**src/rtl/frog_input_ctrl.sv**
```systemverilog
// frog_input_ctrl: keyboard front end for the frog game.
// Synchronises the Nios keycode and VGA vsync into the Clk domain, decodes arrow
// keys into frame-aligned one-frame move strobes with hold-to-repeat, and latches
// the active-frog selection.
//
// Ports
//   Clk, Reset_n          : system clock, asynchronous active-low reset
//   keycode[15:0]         : raw keycode from the Nios PIO (asynchronous)
//   frame_clk             : VGA vsync, treated as data in the Clk domain
//   up/down/left/right    : registered move strobes, one-hot or zero, one frame wide
//   frog_1/2/3_key        : registered one-hot active-frog select (or all zero)
//   last_key[7:0]         : low byte of the last nonzero synchronised keycode
//   move_count[7:0]       : number of moves issued, wraps at 256
module frog_input_ctrl #(
    parameter int unsigned REPEAT_DELAY  = 8,
    parameter int unsigned REPEAT_PERIOD = 4
) (
    input  logic        Clk,
    input  logic        Reset_n,
    input  logic [15:0] keycode,
    input  logic        frame_clk,
    output logic        up,
    output logic        down,
    output logic        left,
    output logic        right,
    output logic        frog_1_key,
    output logic        frog_2_key,
    output logic        frog_3_key,
    output logic [7:0]  last_key,
    output logic [7:0]  move_count
);

    localparam int unsigned KC_W   = 16;
    localparam int unsigned CNT_W  = 6;
    localparam int unsigned MV_W   = 4;
    localparam int unsigned FROG_W = 3;
    localparam int unsigned LK_W   = 8;

    localparam logic [CNT_W-1:0] CNT_MAX     = '1;
    localparam logic [CNT_W-1:0] DELAY_LAST  = CNT_W'(REPEAT_DELAY - 1);
    localparam logic [CNT_W-1:0] PERIOD_LAST = CNT_W'(REPEAT_PERIOD - 1);

    localparam logic [KC_W-1:0] KC_LEFT  = 16'h0050;
    localparam logic [KC_W-1:0] KC_RIGHT = 16'h004F;
    localparam logic [KC_W-1:0] KC_UP    = 16'h0052;
    localparam logic [KC_W-1:0] KC_DOWN  = 16'h0051;
    localparam logic [KC_W-1:0] KC_FROG1 = 16'h0059;
    localparam logic [KC_W-1:0] KC_FROG2 = 16'h005A;
    localparam logic [KC_W-1:0] KC_FROG3 = 16'h005B;

    typedef enum logic [2:0] {
        DIR_NONE  = 3'd0,
        DIR_LEFT  = 3'd1,
        DIR_RIGHT = 3'd2,
        DIR_UP    = 3'd3,
        DIR_DOWN  = 3'd4
    } dir_e;

    typedef enum logic [1:0] {
        S_IDLE   = 2'd0,
        S_HOLD   = 2'd1,
        S_REPEAT = 2'd2
    } state_e;

    // Strobe vector order is {up, down, left, right}.
    function automatic logic [MV_W-1:0] dir_onehot(input dir_e d);
        logic [MV_W-1:0] v;
        v = '0;
        case (d)
            DIR_UP:    v = 4'b1000;
            DIR_DOWN:  v = 4'b0100;
            DIR_LEFT:  v = 4'b0010;
            DIR_RIGHT: v = 4'b0001;
            default:   v = '0;
        endcase
        return v;
    endfunction

    logic [KC_W-1:0]   kc_s1, kc_q;
    logic [2:0]        fs_q;
    logic              frame_tick;
    dir_e              dir, prev_dir, pending_dir, held_dir, held_d, issue;
    logic              pending_valid, consume;
    state_e            state, state_d;
    logic [CNT_W-1:0]  cnt, cnt_d, cnt_inc;
    logic [MV_W-1:0]   mv_q;
    logic [FROG_W-1:0] frog_q;
    logic [LK_W-1:0]   last_key_q, move_count_q;

    // Two-flop keycode synchroniser and three-flop vsync edge detector.
    always_ff @(posedge Clk or negedge Reset_n) begin
        if (!Reset_n) begin
            kc_s1 <= '0;
            kc_q  <= '0;
            fs_q  <= '0;
        end else begin
            kc_s1 <= keycode;
            kc_q  <= kc_s1;
            fs_q  <= {fs_q[1:0], frame_clk};
        end
    end

    assign frame_tick = fs_q[1] & ~fs_q[2];

    // Exact-match arrow decode; anything else (including multi-key codes) is NONE.
    always_comb begin
        dir = DIR_NONE;
        case (kc_q)
            KC_LEFT:  dir = DIR_LEFT;
            KC_RIGHT: dir = DIR_RIGHT;
            KC_UP:    dir = DIR_UP;
            KC_DOWN:  dir = DIR_DOWN;
            default:  dir = DIR_NONE;
        endcase
    end

    // Press capture: remembers a new direction until a tick consumes it, so a tap
    // shorter than a frame still produces a move. A press on the tick cycle wins.
    always_ff @(posedge Clk or negedge Reset_n) begin
        if (!Reset_n) begin
            prev_dir      <= DIR_NONE;
            pending_valid <= 1'b0;
            pending_dir   <= DIR_NONE;
        end else begin
            prev_dir <= dir;
            if (dir != DIR_NONE && dir != prev_dir) begin
                pending_valid <= 1'b1;
                pending_dir   <= dir;
            end else if (consume) begin
                pending_valid <= 1'b0;
            end
        end
    end

    assign cnt_inc = (cnt == CNT_MAX) ? cnt : cnt + 6'd1;

    // FSM state register.
    always_ff @(posedge Clk or negedge Reset_n) begin
        if (!Reset_n) begin
            state    <= S_IDLE;
            held_dir <= DIR_NONE;
            cnt      <= '0;
        end else begin
            state    <= state_d;
            held_dir <= held_d;
            cnt      <= cnt_d;
        end
    end

    // FSM next state. The tick on which the hold delay expires is itself the first
    // repeated move, so repeats land REPEAT_DELAY frames after the first move and
    // then every REPEAT_PERIOD frames.
    always_comb begin
        state_d = state;
        held_d  = held_dir;
        cnt_d   = cnt;
        issue   = DIR_NONE;
        consume = 1'b0;
        if (frame_tick) begin
            case (state)
                S_IDLE: begin
                    if (pending_valid) begin
                        issue   = pending_dir;
                        held_d  = pending_dir;
                        cnt_d   = '0;
                        consume = 1'b1;
                        state_d = S_HOLD;
                    end
                end
                S_HOLD, S_REPEAT: begin
                    if (pending_valid && pending_dir != held_dir) begin
                        issue   = pending_dir;
                        held_d  = pending_dir;
                        cnt_d   = '0;
                        consume = 1'b1;
                        state_d = S_HOLD;
                    end else if (dir == held_dir) begin
                        if (state == S_HOLD) begin
                            if (cnt == DELAY_LAST) begin
                                issue   = held_dir;
                                cnt_d   = '0;
                                state_d = S_REPEAT;
                            end else begin
                                cnt_d = cnt_inc;
                            end
                        end else begin
                            if (cnt == PERIOD_LAST) begin
                                issue = held_dir;
                                cnt_d = '0;
                            end else begin
                                cnt_d = cnt_inc;
                            end
                        end
                    end else begin
                        state_d = S_IDLE;
                    end
                end
                default: state_d = S_IDLE;
            endcase
        end
    end

    // Strobes are reloaded only on ticks, so each lasts exactly one frame.
    always_ff @(posedge Clk or negedge Reset_n) begin
        if (!Reset_n) begin
            mv_q         <= '0;
            move_count_q <= '0;
        end else if (frame_tick) begin
            mv_q <= dir_onehot(issue);
            if (issue != DIR_NONE) begin
                move_count_q <= move_count_q + 8'd1;
            end
        end
    end

    // Active-frog select and last-key capture.
    always_ff @(posedge Clk or negedge Reset_n) begin
        if (!Reset_n) begin
            frog_q     <= '0;
            last_key_q <= '0;
        end else begin
            case (kc_q)
                KC_FROG1: frog_q <= 3'b100;
                KC_FROG2: frog_q <= 3'b010;
                KC_FROG3: frog_q <= 3'b001;
                default:  frog_q <= frog_q;
            endcase
            if (kc_q != '0) begin
                last_key_q <= kc_q[LK_W-1:0];
            end
        end
    end

    assign {up, down, left, right}              = mv_q;
    assign {frog_1_key, frog_2_key, frog_3_key} = frog_q;
    assign last_key                             = last_key_q;
    assign move_count                           = move_count_q;

endmodule

```
**config.mk**
```make
export PLATFORM = sky130hd
export DESIGN_NAME = frog_input_ctrl
export DESIGN_NICKNAME = d
export VERILOG_FILES = /design/src/rtl/frog_input_ctrl.sv
export SDC_FILE = /design/constraint.sdc
export NUM_CORES = 1
export LEC_CHECK = 0
export BUFFER_PORTS_ARGS = -buffer_cell sky130_fd_sc_hd__buf_4
export CORE_ASPECT_RATIO = 1.5
export CORE_MARGIN = 1.5
export CORE_UTILIZATION = 40
export DETAILED_ROUTE_END_ITERATION = 8
export PLACE_DENSITY = 0.66
export SLEW_MARGIN = 10
export SYNTH_ARGS = -nofsm -noshare
export SYNTH_HDL_FRONTEND = slang
export SYNTH_SLANG_ARGS = --single-unit
```
**constraint.sdc**
```tcl
create_clock -name Clk -period 6.9 [get_ports Clk]
set_clock_uncertainty 0.15 [all_clocks]
set_input_delay 1.38 -clock Clk [delete_from_list [all_inputs] [get_ports Clk]]
set_output_delay 1.38 -clock Clk [all_outputs]
set_load 0.05 [all_outputs]
```
==> flow_summary.ini <==
[detailed_routing]
wl_per_cell_um = 14.1
drt_first_pass_iters = 4
antenna_left = 0
routed_wl_um = 6050
drc = 0
viasPerCell = 5.20
vias = 2232
drtIter0Drc = 151

[floorplanning]
dieWidth_um = 76.5
core_area_um2 = 7910
rows = 40
die_area_um2 = 8650
top_level_ports = 42
start_util_pct = 40.9
dieHeight_um = 113

[power_and_ir_drop]
p_comb_share_pct = 3.6
clock_power_share_pct = 47.4
p_sw_share_pct = 20.8
irDropWorstVdd_uv = 236
power.leakage_nw = 1.85
p_switching_w = 0.000198
power.density_nw_per_um2 = 242
power_frac_seq_pct = 48.9
p_int_w = 0.000755

[final_layout]
final_area_um2 = 3950
fin_nets = 344
nFillCells = 771
antennaDiodeCount = 0
area_growth_pct = 21.9
layout_common_cells = dfrtp_1 (76), buf_4 (41), nand2_1 (25)
multi_input_area_um2 = 1280
final_common_cell = dfrtp_1
drive_gt1_share_pct = 24.4
seq_area_um2 = 1900

[logic_synthesis]
synth_fp_nets = 298
synth_seq_cells = 76
async_reset_ff_share_pct = 100
ys.flop_type = dfrtp_1
synth_area_per_cell_um2 = 11.9
synth_cells = 273
synth_area_um2 = 3240
ys_warn_count = 0
yosysSeqAreaShare_pct = 58.8
synth_cell_type_count = 54
synth_edf_count = 0

[run_status]
status = finished, final reports clean

[cts]
cts_tree = built
clk_latency_ns = 0.33
clock_path_buffers = 2
clock-sinks = 76
clk_pin_slew_worst_paths_ns = 0.06
cts-root-buf = clkbuf_16
cts_resized = 0
hold_buffers = 0
numCtsBuffers = 9
cts.htree.levels = 3
postCtsSetupRepairBufs = 0

[critical_path]
crit_arrival_ns = 3.01
worst_r2r_startpoint = kc_q[13]
cp.required_ns = 6.96
endpoint_kind = flop
r2r_setup_slack_ns = 3.95
reg2reg_depth = 8
start_kind = flop
r2r-end = pending_dir[0]
path_class = reg2reg
crit_fanout = 8

[grt]
antenna_found_initial = 0
grt_overflow_total = 0
grt_start_max_net_pins = 77
grt_pass1_wl_um = 10500
grt_use_total_pct = 15.5
grt_pass1_vias = 2248

[timing]
slew_headroom_pct = 35.9
worst_slew_pin_slew_ns = 0.948
final.setup.tns_ns = 0
drv_slew = 0
post-route-period-util_pct = 42.8
finalSetupViolCount = 0
rsz0062_at_grt = false
hold-worst-slack_ns = 0.195
min_period_ns = 2.95
finalHoldViolCount = 0
max_freq_mhz = 339

[worst_hold_path]
hold_depth = 0
hp-start = kc_s1[2]
holdPathEnd = kc_q[2]
min_path_type = reg2reg

[place]
place_hpwl_um = 4230
io_buffers = 41
place_congestion = 0.817
placed_cell_area_um2 = 3650

[flow_run]
maxCapViolCount = 0
-- registers in the layout, summed over array words and instances (netlist names) --
name / flops
fs_q: 3
move_count: 8
kc_q: 16
frog_q: 3
last_key: 8
held_dir: 3
pending_valid: 1
state: 2
prev_dir: 3
kc_s1: 16
pending_dir: 3
cnt: 6
mv_q: 4
-- per-layer routing --
metal | vias up | track usage (%) | wire length [um]
li1 | 1068 | - | -
met1 | 1105 | 18.1 | 2470
met2 | 50 | 26.0 | 3260
met3 | 9 | 4.19 | 213
met4 | 0 | 8.40 | 110
met5 | - | 0 | 0
-- synth_stat cells (4+ instances only) --
master	count	area, um^2
nand3_1	7	35.0
dfrtp_1	76	1900
a211oi_1	4	30.0
nand4_1	4	25.0
nor2_1	10	37.5
and3_1	7	43.8
mux2_2	6	67.6
and2_1	4	25.0
inv_1	6	22.5
xnor2_1	7	61.3
xor2_1	8	70.1
nor3_1	6	30.0
a21oi_1	15	75.1
o21ai_0	14	70.1
nand2_1	25	93.8
a21o_1	10	75.1
clkbuf_1	5	18.8
ha_1	6	75.1
-- cell families (layout without fill, tap and decap cells) --
group                      after synthesis  after routing  synth area share [%]
AOI/OAI and AO/OA                       67             67                  14.7
xor gates and xnor gates                15             15                  4.06
adders and majority gates                6              6                  2.32
buffers and inverters                   13             64                  1.78
DFF                                     76             76                  58.8
muxes                                    7              7                  2.44
and+or+nand+nor                         89             89                  15.9
-- worst max path at each step --
stage	start	slack [ns]	end	depth (start not counted)
final	kc_q[13]	3.95	pending_dir[0]	8
after floorplan	kc_q[13]	4.08	pending_dir[0]	9
after CTS	kc_q[13]	3.92	pending_dir[0]	8
after detailed placement	kc_q[13]	3.94	pending_dir[0]	8
after global routing	kc_q[1]	3.74	mv_q[0]	7
after global placement	kc_q[13]	4.01	pending_dir[1]	8
-- power by group through the flow --
stage          combinational (W)  sequential [W]  clock [W]
6_report               0.0000345        0.000467   0.000452
5_1_grt                0.0000379        0.000468   0.000485
4_1_cts                0.0000356        0.000467   0.000465
3_5_place_dp           0.0000355        0.000475          0
3_3_place_gp           0.0000348        0.000474          0
2_1_floorplan         0.00000675        0.000480          0
-- area by class of cell --
| class | count | share of cell area (%) |
|---|---|---|
| flip-flops and latches | 76 | 48.2 |
| multi-input cells | 184 | 32.4 |
| clock buffers | 14 | 7.20 |
| repair buffers | 41 | 7.80 |
| inverters | 7 | 0.698 |
| well taps | 105 | 3.33 |
| clock inverters | 2 | 0.412 |
-- per-stage QoR --
stage	power, W	setup WS [ns]	util, %	instances
finish	0.000953	3.95	49.9	429
CTS	0.000967	3.92	49.9	429
detailed placement	0.000510	3.94	46.1	413
global placement	0.000509	4.01	46.1	413
global route	0.000991	3.74	49.9	429
floorplan	0.000487	4.08	-	273
-- critical path: stages, from the launching register on --
cell,delay [ns]
dfrtp_1,0.35
or4_4,0.55
or2_1,0.35
or3_4,0.43
clkinv_2,0.11
xnor2_1,0.12
nand2_1,0.07
o211ai_1,0.32
mux2_2,0.38
Note: power is estimated with default switching activity, not from simulation.
